$ cat src/rtl/uart_rx_sequencer.sv
// UART receive sequencer: qualifies the start bit, times mid-bit sampling for the
// external SIPO shift register, and checks the stop bit of each frame.
module uart_rx_sequencer #(
    parameter int unsigned CLOCKS_PER_BIT   = 16,
    parameter int unsigned INPUT_DATA_WIDTH = 8
) (
    input  logic clk,
    input  logic reset_n,
    input  logic serial_in_synced,
    output logic sampling_strobe,
    output logic data_is_available,
    output logic data_is_valid,
    output logic framing_error,
    output logic rx_busy
);

    localparam logic [15:0] BaudLast = 16'(CLOCKS_PER_BIT - 1);
    localparam logic [15:0] BaudPre  = 16'(CLOCKS_PER_BIT - 2);
    localparam logic [15:0] HalfLast = 16'(CLOCKS_PER_BIT / 2 - 1);
    localparam logic [3:0]  BitLast  = 4'(INPUT_DATA_WIDTH - 1);

    typedef enum logic [2:0] {
        StIdle,
        StStart,
        StData,
        StStop,
        StBreakWait
    } state_e;

    state_e      state_q, state_d;
    logic [15:0] baud_cnt_q, baud_cnt_d;
    logic [3:0]  bit_cnt_q, bit_cnt_d;
    logic        strobe_q, strobe_d;
    logic        avail_q, avail_d;
    logic        valid_q, valid_d;
    logic        ferr_q, ferr_d;
    logic        busy_q, busy_d;

    // State, counters and registered outputs; reset aborts any frame in progress.
    always_ff @(posedge clk or negedge reset_n) begin
        if (!reset_n) begin
            state_q    <= StIdle;
            baud_cnt_q <= '0;
            bit_cnt_q  <= '0;
            strobe_q   <= 1'b0;
            avail_q    <= 1'b0;
            valid_q    <= 1'b0;
            ferr_q     <= 1'b0;
            busy_q     <= 1'b0;
        end else begin
            state_q    <= state_d;
            baud_cnt_q <= baud_cnt_d;
            bit_cnt_q  <= bit_cnt_d;
            strobe_q   <= strobe_d;
            avail_q    <= avail_d;
            valid_q    <= valid_d;
            ferr_q     <= ferr_d;
            busy_q     <= busy_d;
        end
    end

    // Next-state, counter updates and next values of the output registers.
    // Pulses are decided one cycle ahead (baud_cnt == CLOCKS_PER_BIT-2) so that the
    // registered pulse coincides with the baud_cnt == CLOCKS_PER_BIT-1 sample point.
    always_comb begin
        state_d    = state_q;
        baud_cnt_d = baud_cnt_q;
        bit_cnt_d  = bit_cnt_q;
        strobe_d   = 1'b0;
        valid_d    = 1'b0;
        ferr_d     = 1'b0;

        unique case (state_q)
            StIdle: begin
                baud_cnt_d = '0;
                bit_cnt_d  = '0;
                if (!serial_in_synced) begin
                    state_d = StStart;
                end
            end
            StStart: begin
                if (baud_cnt_q == HalfLast) begin
                    baud_cnt_d = '0;
                    bit_cnt_d  = '0;
                    // A line back high at mid start bit was a glitch.
                    state_d    = serial_in_synced ? StIdle : StData;
                end else begin
                    baud_cnt_d = baud_cnt_q + 16'd1;
                end
            end
            StData: begin
                strobe_d = (baud_cnt_q == BaudPre);
                if (baud_cnt_q == BaudLast) begin
                    baud_cnt_d = '0;
                    if (bit_cnt_q == BitLast) begin
                        bit_cnt_d = '0;
                        state_d   = StStop;
                    end else begin
                        bit_cnt_d = bit_cnt_q + 4'd1;
                    end
                end else begin
                    baud_cnt_d = baud_cnt_q + 16'd1;
                end
            end
            StStop: begin
                if (baud_cnt_q == BaudPre) begin
                    valid_d = serial_in_synced;
                    ferr_d  = ~serial_in_synced;
                end
                if (baud_cnt_q == BaudLast) begin
                    baud_cnt_d = '0;
                    // ferr_q holds the stop-bit verdict during this cycle.
                    state_d    = ferr_q ? StBreakWait : StIdle;
                end else begin
                    baud_cnt_d = baud_cnt_q + 16'd1;
                end
            end
            StBreakWait: begin
                // Wait out a break; a low line here never starts a frame.
                if (serial_in_synced) begin
                    state_d = StIdle;
                end
            end
            default: begin
                state_d = StIdle;
            end
        endcase

        avail_d = (state_d == StData);
        busy_d  = (state_d != StIdle);
    end

    assign sampling_strobe   = strobe_q;
    assign data_is_available = avail_q;
    assign data_is_valid     = valid_q;
    assign framing_error     = ferr_q;
    assign rx_busy           = busy_q;

endmodule

$ cat config.mk
export PLATFORM = sky130hd
export DESIGN_NAME = uart_rx_sequencer
export DESIGN_NICKNAME = d
export VERILOG_FILES = /design/src/rtl/uart_rx_sequencer.sv
export SDC_FILE = /design/constraint.sdc
export NUM_CORES = 1
export LEC_CHECK = 0
export CAP_MARGIN = 20
export CORE_MARGIN = 2
export CORE_UTILIZATION = 58
export DETAILED_ROUTE_END_ITERATION = 8
export PLACE_DENSITY_LB_ADDON = 0.2
export SYNTH_ARGS = -nofsm -noshare
export SYNTH_HDL_FRONTEND = slang
export SYNTH_SLANG_ARGS = --single-unit
$ cat constraint.sdc
create_clock -name clk -period 3.03 [get_ports clk]
set_input_delay 0.4545 -clock clk [delete_from_list [all_inputs] [get_ports clk]]
set_output_delay 0.4545 -clock clk [all_outputs]
set_load 0.05 [all_outputs]
==> metrics.md, run 1 <==
| Metric | Value |
|---|---|
| Setup TNS | `0 ns` |
| M1 GR Usage | `0.290` |
| Cell Pwr Density | `649 nW/µm²` |
| 1st-iter DRT viols | `34` |
| CTS tree | `built` |
| Net count, final | `169` |
| H-tree Lvls | `1` |
| Sequential share of the synthesized area | `0.469` |
| Synth area leader | `dfrtp_1` |
| # Post-CTS Setup Buffers | `0` |
| Number of global-route vias before repair | `1131` |
| Clk root buf | `clkbuf_4` |
| Die ar. | `3000 µm²` |
| Measured slew at the worst slew-check pin | `0.617 ns` |
| GR peak layer | `met2` |
| Die width | `54.8 µm` |
| Syn Area/Cell | `9.89 µm²` |
| Clock latency on the worst-skew pair | `0.33 ns` |
| Largest net degree at the start of global routing | `29` |
| FF/Latch Area | `701 µm²` |
| Starting Density | `0.609` |
| CP max stage cell | `or4_4` |
| Post-Synth Adder-Cell Area | `0.0251` |
| WP buf/inv | `0` |
| Layout cells sized above 1 | `0.118` |
| Minimum clock period | `2.64 ns` |
| Clock tree buffer depth | `2` |
| R2R Setup Slk | `0.39 ns` |
| Dpl hpwl | `2.31 mm` |
| Total core area | `2450 µm²` |
| Unique masters post-synth | `41` |
| Unrepaired setup endpoints after global routing | `false` |
| Final worst path period share | `0.872` |
| Post-synthesis simple-gate area fraction | `0.288` |
| Static leakage | `0.754 nW` |
| TritonCTS buffer count | `3` |
| Area occupied by multi-input gates | `741 µm²` |
| Setup violations, final | `0` |
| Via Count | `1185` |
| Top Ports | `8` |
| Die Y-Extent | `54.8 µm` |
| Final Power | `1.06 mW` |
| Slew headroom | `0.585` |
| Final hold vios | `0` |
| Input/output buffers | `7` |
| Worst reg2reg endpoint | `rx_busy` |
| Min-delay worst type | `input pin to async pin` |
| Fraction of synthesized area in multiplexers | `0.0142` |
| Routed WL | `3.01 mm` |
| FMAX | `0.379 GHz` |
| # fillers | `202` |
| Global-route wire length before repair | `5.00 mm` |
| Crit-path cells | `or4_4, nor4_4, mux2_2, or4_1, nand2b_1` |
| 1st-pass router iterations | `4` |
| Reg-to-Reg Start | `baud_cnt_q[8]` |
| Count of final max-slew check failures | `0` |
| Syn-to-layout area delta | `9.21%` |
| Flops & latches, synth | `28` |
| CP peak stage delay | `0.59 ns` |
| Crit Path Class | `register to register` |
| M2 GR Usage | `0.391` |
| Main combinational cell family by area after synthesis | `simple AND/OR/NAND/NOR gates` |
| Synth area leaders | `dfrtp_1, nor2_1, xnor2_1, nor4_4, nand2_1` |
| GRT Total Usage | `0.234` |
| Crit end category | `register` |
| Worst path depth | `5` |
| Setup crit start kind | `register` |
| Post-cts repair resize count | `0` |
| Worst setup startpoint | `baud_cnt_q[8]` |
| Final Wtd Congestion | `0.830` |
| Post-route ant nets | `0` |
| Clk slew on worst S/H paths | `0.14 ns` |
| Cells on worst reg2reg path | `5` |
| Compound-Gate Fraction of Synth Area | `0.116` |
| Vias per inst | `6.20` |
| # clock sinks | `28` |
| Netlist Area Pre-Place | `1490 µm²` |
| # hold bufs at CTS | `0` |
| Residual DRC count | `0` |
| Initial antenna violation count | `0` |
| Drt wl/cell | `15.8 µm` |
| N_diodes | `0` |
| Grt ovf | `0` |
| Max cap viols | `0` |
| Post-Synth XOR/XNOR Area | `0.0528` |
| Met3 GRT Util | `0.0328` |
| FP Rows | `18` |
| Crit-path max FO | `5` |
| WP data required | `3.26 ns` |
| Top cell type's share of synthesized area | `0.469` |
| Synthesized instance count | `151` |
| Worst vdd ir | `0.581 mV` |
| Clock skew | `0.00144 ns` |
| Status | `finished clean` |
| Syn. warnings | `0` |
| CP arrival | `2.87 ns` |
| CP delay by family, top | `simple AND/OR/NAND/NOR gates` |
| Synth Net Count | `157` |
cells by family (layout without fill, tap and decap cells):
logic type	count (synthesis)	after routing
AND/OR/NAND/NOR	72	72
adder cells (fa/ha/maj)	3	3
flip-flops	28	28
buffers and inverters	13	23
multiplexers	2	2
AO/OA/AOI/OAI	24	24
XOR/XNOR	9	9
placed cells by master, fill, tap and decap left out, types with 2 or more instances in the layout:
| cell type | count |
|---|---|
| a21oi_1 | 4 |
| a22o_1 | 3 |
| a31oi_1 | 5 |
| and3_1 | 4 |
| buf_4 | 3 |
| clkbuf_4 | 3 |
| clkdlybuf4s50_1 | 7 |
| dfrtp_1 | 28 |
| ha_1 | 3 |
| inv_1 | 10 |
| nand2_1 | 11 |
| nand2b_1 | 2 |
| nand3_1 | 6 |
| nand3b_1 | 3 |
| nand4_1 | 4 |
| nor2_1 | 17 |
| nor3_1 | 4 |
| nor4_1 | 6 |
| nor4_4 | 2 |
| o21ai_0 | 4 |
| o31ai_1 | 2 |
| or4_4 | 3 |
| xnor2_1 | 5 |
| xor2_1 | 4 |
Yosys cell counts:
cell	count
ha_1	3
or3_1	1
or2_4	1
a21o_2	1
nand2_1	11
nand3_1	6
nand3b_1	3
or4_4	3
a22o_1	3
nor2_2	1
a41o_1	1
nor2b_1	1
buf_4	1
mux2_2	1
nor4_4	2
or4_1	1
a21oi_1	4
or3b_2	1
nor4b_1	1
nor4_1	6
and3_1	4
clkbuf_1	2
xnor2_1	5
nor3_1	4
xor2_1	4
o21ai_0	4
o31ai_1	2
a31oi_1	5
o41ai_2	1
dfrtp_1	28
a21oi_2	1
nor3_2	1
nor2_1	17
nand2b_1	2
nor3b_1	1
a21o_1	1
o32ai_1	1
nand4_1	4
inv_1	10
and2_1	1
mux2i_1	1
metrics by stage:
step	instances	utilization	setup WS [ns]	hold WS (ns)	area, µm²
detailed placement	188	0.655	0.408	0.490	1610
floorplan	151	-	0.519	0.159	1490
finish	191	0.665	0.389	0.473	1630
global route	191	0.665	0.291	0.518	1630
CTS	191	0.665	0.385	0.475	1630
global placement	188	0.655	0.453	0.472	1610
layer usage:
layer / vias up / part of all wire
met5: - / 0
met4: 0 / 0.023
met3: 9 / 0.036
met2: 23 / 0.50
met1: 587 / 0.44
li1: 566 / -
report_power, final:
part           internal [mW]  switching (mW)  total, mW
Combinational          0.161           0.263      0.424
Clock                 0.0468           0.107      0.153
Sequential             0.423          0.0577      0.480
Total                  0.631           0.427       1.06
cell type report:
class | instances | share of cell area
multi-input combinational | 110 | 0.454
sequential | 28 | 0.429
clock buffer | 3 | 0.0138
tap | 30 | 0.0230
inverter | 10 | 0.0230
timing repair buffer | 10 | 0.0567
sequential cells by signal, indices dropped and copies added (netlist names):
name               cells
baud_cnt_q            16
rx_busy                1
framing_error          1
state_q                3
bit_cnt_q              4
data_is_valid          1
sampling_strobe        1
data_is_available      1
how the worst max path moves through the flow:
stage	endpoint	slack, ns
after detailed placement	rx_busy	0.41
after CTS	rx_busy	0.38
after floorplan	rx_busy	0.52
after global placement	rx_busy	0.45
after global routing	rx_busy	0.29
final	rx_busy	0.39
Power figures use the tool's default switching activity.
==> inputs of run 2 (changes only) <==
ABC_CLOCK_PERIOD_IN_PS = 3030   (was not set)
CTS_CLUSTER_DIAMETER = 50   (was not set)
SLEW_MARGIN = 20   (was not set)
==> results of run 2 <==
The final DEF is identical to that of run 1; final timing and power are the same.
